[config.mk]
export PLATFORM = sky130hd
export DESIGN_NAME = input_capture_port_flat
export DESIGN_NICKNAME = d
export VERILOG_FILES = /design/src/rtl/input_capture_port_if.sv /design/src/rtl/input_capture_port.sv /design/src/flat_wrapper.sv
export SDC_FILE = /design/constraint.sdc
export NUM_CORES = 1
export LEC_CHECK = 0
export CORE_MARGIN = 2
export CORE_UTILIZATION = 62
export CTS_BUF_LIST = sky130_fd_sc_hd__clkbuf_8
export CTS_CLUSTER_DIAMETER = 200
export CTS_CLUSTER_SIZE = 28
export DETAILED_ROUTE_END_ITERATION = 10
export GPL_TIMING_DRIVEN = 1
export PLACE_DENSITY = 0.82
export SLEW_MARGIN = 20
export SYNTH_ARGS = -nofsm -noshare
export SYNTH_HDL_FRONTEND = slang
export SYNTH_SLANG_ARGS = --single-unit
[constraint.sdc]
create_clock -name clk -period 2.3 [get_ports clk]
set_input_delay 0.69 -clock clk [delete_from_list [all_inputs] [get_ports clk]]
set_output_delay 0.69 -clock clk [all_outputs]
set_load 0.005 [all_outputs]
[src/rtl/input_capture_port_if.sv]
// CPU read port of the input capture block.
//   rd_en    : read strobe, sampled every clock
//   rd_sel   : 0 = debounced switch value, 1 = event status (read-to-clear)
//   rd_data  : read data, valid while rd_valid is high, held otherwise
//   rd_valid : one-cycle pulse, one clock after an accepted rd_en
// master = CPU side, slave = input_capture_port side.
interface input_capture_port_if;
   logic        rd_en;
   logic        rd_sel;
   logic [15:0] rd_data;
   logic        rd_valid;

   modport master (
      output rd_en,
      output rd_sel,
      input  rd_data,
      input  rd_valid
   );

   modport slave (
      input  rd_en,
      input  rd_sel,
      output rd_data,
      output rd_valid
   );
endinterface

[src/rtl/input_capture_port.sv]
// Input side of the board I/O. Synchronises and debounces the push-buttons
// and slide switches, latches button presses into a sticky read-to-clear
// status word and offers the CPU a one-cycle-latency read port.
//   clk       : system clock, single domain
//   rst       : synchronous, active-high reset
//   btn_in    : raw button pins (async, active-high)
//   sw_in     : raw switch pins (async)
//   bus       : CPU read port (rd_en, rd_sel, rd_data, rd_valid)
//   btn_level : debounced button levels
//   irq       : registered OR of pending press flags
// Status word: [3:0] press, [7:4] overrun, [11:8] button level, [15:12] 0.
module input_capture_port #(
   parameter int NUM_BTN         = 4,
   parameter int NUM_SW          = 16,
   parameter int DEBOUNCE_CYCLES = 1000000,
   parameter int CNT_W           = 20
) (
   input  logic                 clk,
   input  logic                 rst,
   input  logic [NUM_BTN-1:0]   btn_in,
   input  logic [NUM_SW-1:0]    sw_in,
   input_capture_port_if.slave  bus,
   output logic [NUM_BTN-1:0]   btn_level,
   output logic                 irq
);

   localparam logic [CNT_W-1:0] CNT_LAST = CNT_W'(DEBOUNCE_CYCLES - 1);

   logic [NUM_BTN-1:0] btn_s1, btn_s2;
   logic [NUM_SW-1:0]  sw_s1, sw_s2;

   logic [NUM_BTN-1:0] btn_stable;
   logic [CNT_W-1:0]   btn_cnt [NUM_BTN];
   logic [NUM_BTN-1:0] btn_accept;
   logic [NUM_BTN-1:0] btn_rise;

   logic [NUM_SW-1:0]  sw_stable;
   logic [CNT_W-1:0]   sw_cnt;
   logic               sw_quiet;

   logic [NUM_BTN-1:0] press, ovr;
   logic [NUM_BTN-1:0] rd_clr;
   logic [15:0]        status;

   // Two-flop synchronisers ahead of all other logic
   always_ff @(posedge clk) begin
      if (rst) begin
         btn_s1 <= '0;
         btn_s2 <= '0;
         sw_s1  <= '0;
         sw_s2  <= '0;
      end else begin
         btn_s1 <= btn_in;
         btn_s2 <= btn_s1;
         sw_s1  <= sw_in;
         sw_s2  <= sw_s1;
      end
   end

   // A button is accepted once it has differed from its stable level for
   // DEBOUNCE_CYCLES consecutive cycles; only 0->1 acceptances are events.
   always_comb begin
      btn_accept = '0;
      btn_rise   = '0;
      for (int i = 0; i < NUM_BTN; i++) begin
         btn_accept[i] = (btn_s2[i] != btn_stable[i]) && (btn_cnt[i] == CNT_LAST);
         btn_rise[i]   = btn_accept[i] & btn_s2[i];
      end
   end

   always_ff @(posedge clk) begin
      if (rst) begin
         btn_stable <= '0;
         for (int i = 0; i < NUM_BTN; i++) btn_cnt[i] <= '0;
      end else begin
         for (int i = 0; i < NUM_BTN; i++) begin
            if (btn_s2[i] == btn_stable[i]) begin
               btn_cnt[i] <= '0;
            end else if (btn_accept[i]) begin
               btn_stable[i] <= btn_s2[i];
               btn_cnt[i]    <= '0;
            end else begin
               btn_cnt[i] <= btn_cnt[i] + 1'b1;
            end
         end
      end
   end

   // Switches share one counter. sw_s1 is the synced vector's next value, so
   // a mismatch with sw_s2 marks the cycle on which the synced vector changes.
   // The counter saturates at its terminal count and keeps reloading.
   assign sw_quiet = (sw_s1 == sw_s2);

   always_ff @(posedge clk) begin
      if (rst) begin
         sw_cnt    <= '0;
         sw_stable <= '0;
      end else if (!sw_quiet) begin
         sw_cnt <= '0;
      end else if (sw_cnt == CNT_LAST) begin
         sw_stable <= sw_s2;
      end else begin
         sw_cnt <= sw_cnt + 1'b1;
      end
   end

   // Status reads clear only the flags they returned; a press arriving on
   // the clearing edge survives because the set term is ORed in last.
   assign rd_clr = (bus.rd_en && bus.rd_sel) ? press : '0;

   always_ff @(posedge clk) begin
      if (rst) begin
         press <= '0;
         ovr   <= '0;
         irq   <= 1'b0;
      end else begin
         press <= (press & ~rd_clr) | btn_rise;
         ovr   <= (ovr & ~((bus.rd_en && bus.rd_sel) ? ovr : '0)) | (btn_rise & press);
         irq   <= |press;
      end
   end

   assign status = {4'h0, 4'(btn_stable), 4'(ovr), 4'(press)};

   always_ff @(posedge clk) begin
      if (rst) begin
         bus.rd_data  <= '0;
         bus.rd_valid <= 1'b0;
      end else begin
         bus.rd_valid <= bus.rd_en;
         if (bus.rd_en) begin
            bus.rd_data <= bus.rd_sel ? status : 16'(sw_stable);
         end
      end
   end

   assign btn_level = btn_stable;

endmodule

[src/flat_wrapper.sv]
// flat-port wrapper written by rule: the top's interface ports become plain ports
module input_capture_port_flat 
#(
   parameter int NUM_BTN         = 4,
   parameter int NUM_SW          = 16,
   parameter int DEBOUNCE_CYCLES = 1000000,
   parameter int CNT_W           = 20
)
  (clk, rst, btn_in, sw_in, btn_level, irq, bus_rd_en, bus_rd_sel, bus_rd_data, bus_rd_valid);
  input_capture_port_if bus_i ();
  input  logic clk;
  input  logic rst;
  input  logic [NUM_BTN-1:0] btn_in;
  input  logic [NUM_SW-1:0] sw_in;
  output logic [NUM_BTN-1:0] btn_level;
  output logic irq;
  input wire logic [$bits(bus_i.rd_en)-1:0] bus_rd_en;
  input wire logic [$bits(bus_i.rd_sel)-1:0] bus_rd_sel;
  output wire logic [$bits(bus_i.rd_data)-1:0] bus_rd_data;
  output wire logic [$bits(bus_i.rd_valid)-1:0] bus_rd_valid;
  assign bus_i.rd_en = bus_rd_en;
  assign bus_i.rd_sel = bus_rd_sel;
  assign bus_rd_data = bus_i.rd_data;
  assign bus_rd_valid = bus_i.rd_valid;
  input_capture_port #(.NUM_BTN(NUM_BTN), .NUM_SW(NUM_SW), .DEBOUNCE_CYCLES(DEBOUNCE_CYCLES), .CNT_W(CNT_W)) u_core (.clk(clk), .rst(rst), .btn_in(btn_in), .sw_in(sw_in), .bus(bus_i), .btn_level(btn_level), .irq(irq));
endmodule
==> results.cfg <==
[cells_and_area]
fin_cells = 1119
seqCellArea_sq_um = 4520
fillers = 928
final_area_sq_um = 9660
final_nets = 959
final_cell_mix = nor2_1, dfxtp_1, edfxtp_1, conb_1, xor2_1
final_common_cell = nor2_1
final_util_pct = 73.6
area_delta_synth_final_pct = 16.4
drive_above_1_share_pct = 5.62
num_antenna_cells = 0
multi_input_area_sq_um = 3900

[grt]
grt_usage_pct = 23.3
gr-total-overflow = 0
grt_pass1_wl_um = 26800
grt_max_degree = 39
antenna_found_initial = 0
grt_pass1_vias = 5864

[yosys]
synth_ff_type = dfxtp_1
synthArstFlopShare_pct = 0
ys_types = 40
ys_seq_area_share_pct = 54.5
syn_avg_cell_area_sq_um = 10.4
synth_edf_count = 80
yosysWarnings = 0
netlist_instances = 798
yosys.area.top_type_share_pct = 28.9
synth_top_area_cell = edfxtp_1
synthTopCellsByArea = edfxtp_1, dfxtp_1, nor2_1
ys_ff_latch = 186
synthesis.area_sq_um = 8300

[worst_setup_path]
crit_path_start_kind = register
crit_arrival_ns = 1.48
crit_buf_inv = 1
critPathKind = register to output pin
crit_slowest_cell = clkdlybuf4s50_1
worstPathCellList = clkdlybuf4s50_1
path_delay_family = buffers and inverters
path_max_fanout = 5
required_ns = 1.61
max_stage_delay_ns = 0.58
crit_path_end_kind = output pin

[place]
port_buffers = 45
placed_cells = 1087
placedInstanceArea_sq_um = 9290
routabilityCongestion = 0.782
hpwl_um = 11100
pre_cts_ws_ns = 0.146

[clock_network]
cts_tree = yes
numCtsBuffers = 17
clock_path_buffers = 2
root_buffer = clkbuf_8
clk_latency_ns = 0.47
post_cts_buffers = 0
ctsHoldBuffers = 0
path_clk_slew_ns = 0.09
cts_sinks = 186
cts_resized = 0
htreeDepth = 4

[drt]
route.detailed.drc = 0
drt_iter0_drc = 388
wl_per_cell_um = 14.1
ant_nets = 0
drt_wl_total_um = 15700
num_vias = 5829
viasPerCell = 5.21
drt_pass1_iterations = 5

[timing]
final_hold_viol_count = 0
finalCritPeriodShare_pct = 94.6
slew_viol_final = 0
rsz0062_at_grt = no
holdWs_ns = 0.445
fmax_mhz = 460
setup_viol = 0
finalWorstSetupSlack_ns = 0.125
final.min_clock_period_ns = 2.17
worst_pin_slew_ns = 0.636
setup_tns_ns = 0
relSlewSlack_pct = 57.3
clock_skew_ns = 0.0127

[floorplan]
die_area_sq_um = 14300
die_x_um = 120
start_util_pct = 63.2
io_pins = 46
fp.dieH_um = 120
core-area_sq_um = 13100
core.rowCount = 42

[power]
powerDensity_nw_per_um2 = 626
vdd_drop_max_mv = 0.422
leakage_nw = 3.50
finalPower_mw = 6.05

[min_path]
hold_path.class = register to register

[run_status]
outcome = completed

[run]
drv_cap = 0
[cells in the mapped netlist, types with 2 or more instances]
| cell type | n |
|---|---|
| nand3_1 | 33 |
| nor4b_1 | 7 |
| nor2_1 | 151 |
| xnor2_1 | 51 |
| nand4_1 | 22 |
| buf_2 | 3 |
| mux2i_1 | 32 |
| and3_1 | 14 |
| a211oi_1 | 13 |
| edfxtp_1 | 80 |
| nand3b_1 | 4 |
| a21oi_1 | 8 |
| ha_1 | 5 |
| nor4_1 | 15 |
| xor2_1 | 56 |
| clkbuf_1 | 24 |
| a22oi_1 | 4 |
| nor2b_1 | 48 |
| nand2_1 | 32 |
| and4_1 | 8 |
| or3_1 | 3 |
| dfxtp_1 | 106 |
| nand2b_1 | 37 |
| nor3_1 | 11 |
| a32oi_1 | 4 |
| or2_2 | 2 |
| inv_1 | 12 |
[metal layers]
layer | global-route usage, % | routed length (um) | part of all wire (%) | vias to the layer above
met1 | 28.9 | 6910 | 44 | 2758
met2 | 40.1 | 7910 | 50 | 121
met5 | 0 | 0 | 0 | -
li1 | - | - | - | 2923
met4 | 10.2 | 366 | 2.3 | 0
met3 | 3.94 | 558 | 3.5 | 27
[kinds of logic (layout without fill, tap and decap cells)]
kind of cell	count (synthesis)	count (layout)	share of synthesized area, %
compound gates	30	30	2.53
xor+xnor	107	107	11.3
fa+ha+maj	5	5	0.754
buf+inv	40	106	2.05
flops	186	186	54.5
mux	32	32	3.86
other cells	1	80	0.0452
simple gates	397	397	25.0
[final cells by class]
type | instances | share of cell area [%]
flip-flops and latches | 186 | 46.8
multi-input cells | 651 | 40.4
inverters | 12 | 0.466
well taps | 176 | 2.28
clock buffers | 19 | 2.71
repair buffers | 62 | 6.19
clock inverters | 13 | 1.15
[power by group]
group	internal, mW	leakage, nW	total (mW)	switching [mW]
Clock	0.994	0.209	2.09	1.09
Combinational	0.167	1.60	0.320	0.154
Sequential	3.54	1.69	3.64	0.0983
[final timing paths]
| path | slack, ns | endpoint | start | cells past startpoint |
|---|---|---|---|---|
| max | 0.13 | btn_level[3] | u_core.btn_level[3] | 1 |
| min | 0.44 | u_core.btn_s2[1] | u_core.btn_s1[1] | 1 |
| max reg2reg | 0.17 | u_core.sw_stable[0] | u_core.sw_cnt[10] | 5 |
| min reg2reg | 0.44 | u_core.btn_s2[1] | u_core.btn_s1[1] | 1 |
[sequential cells by signal (all words and copies together), names as in the netlist]
name                 count
u_core.irq               1
u_core.sw_stable        16
u_core.bus.rd_valid      1
u_core.bus.rd_data      16
u_core.ovr               4
u_core.sw_cnt           20
u_core.press             4
u_core.btn_level         4
u_core.btn_s1            4
u_core.btn_s2            4
u_core.sw_s2            16
u_core.sw_s1            16
u_core.btn_cnt          80
No activity file was read; power rests on OpenSTA's default activity.
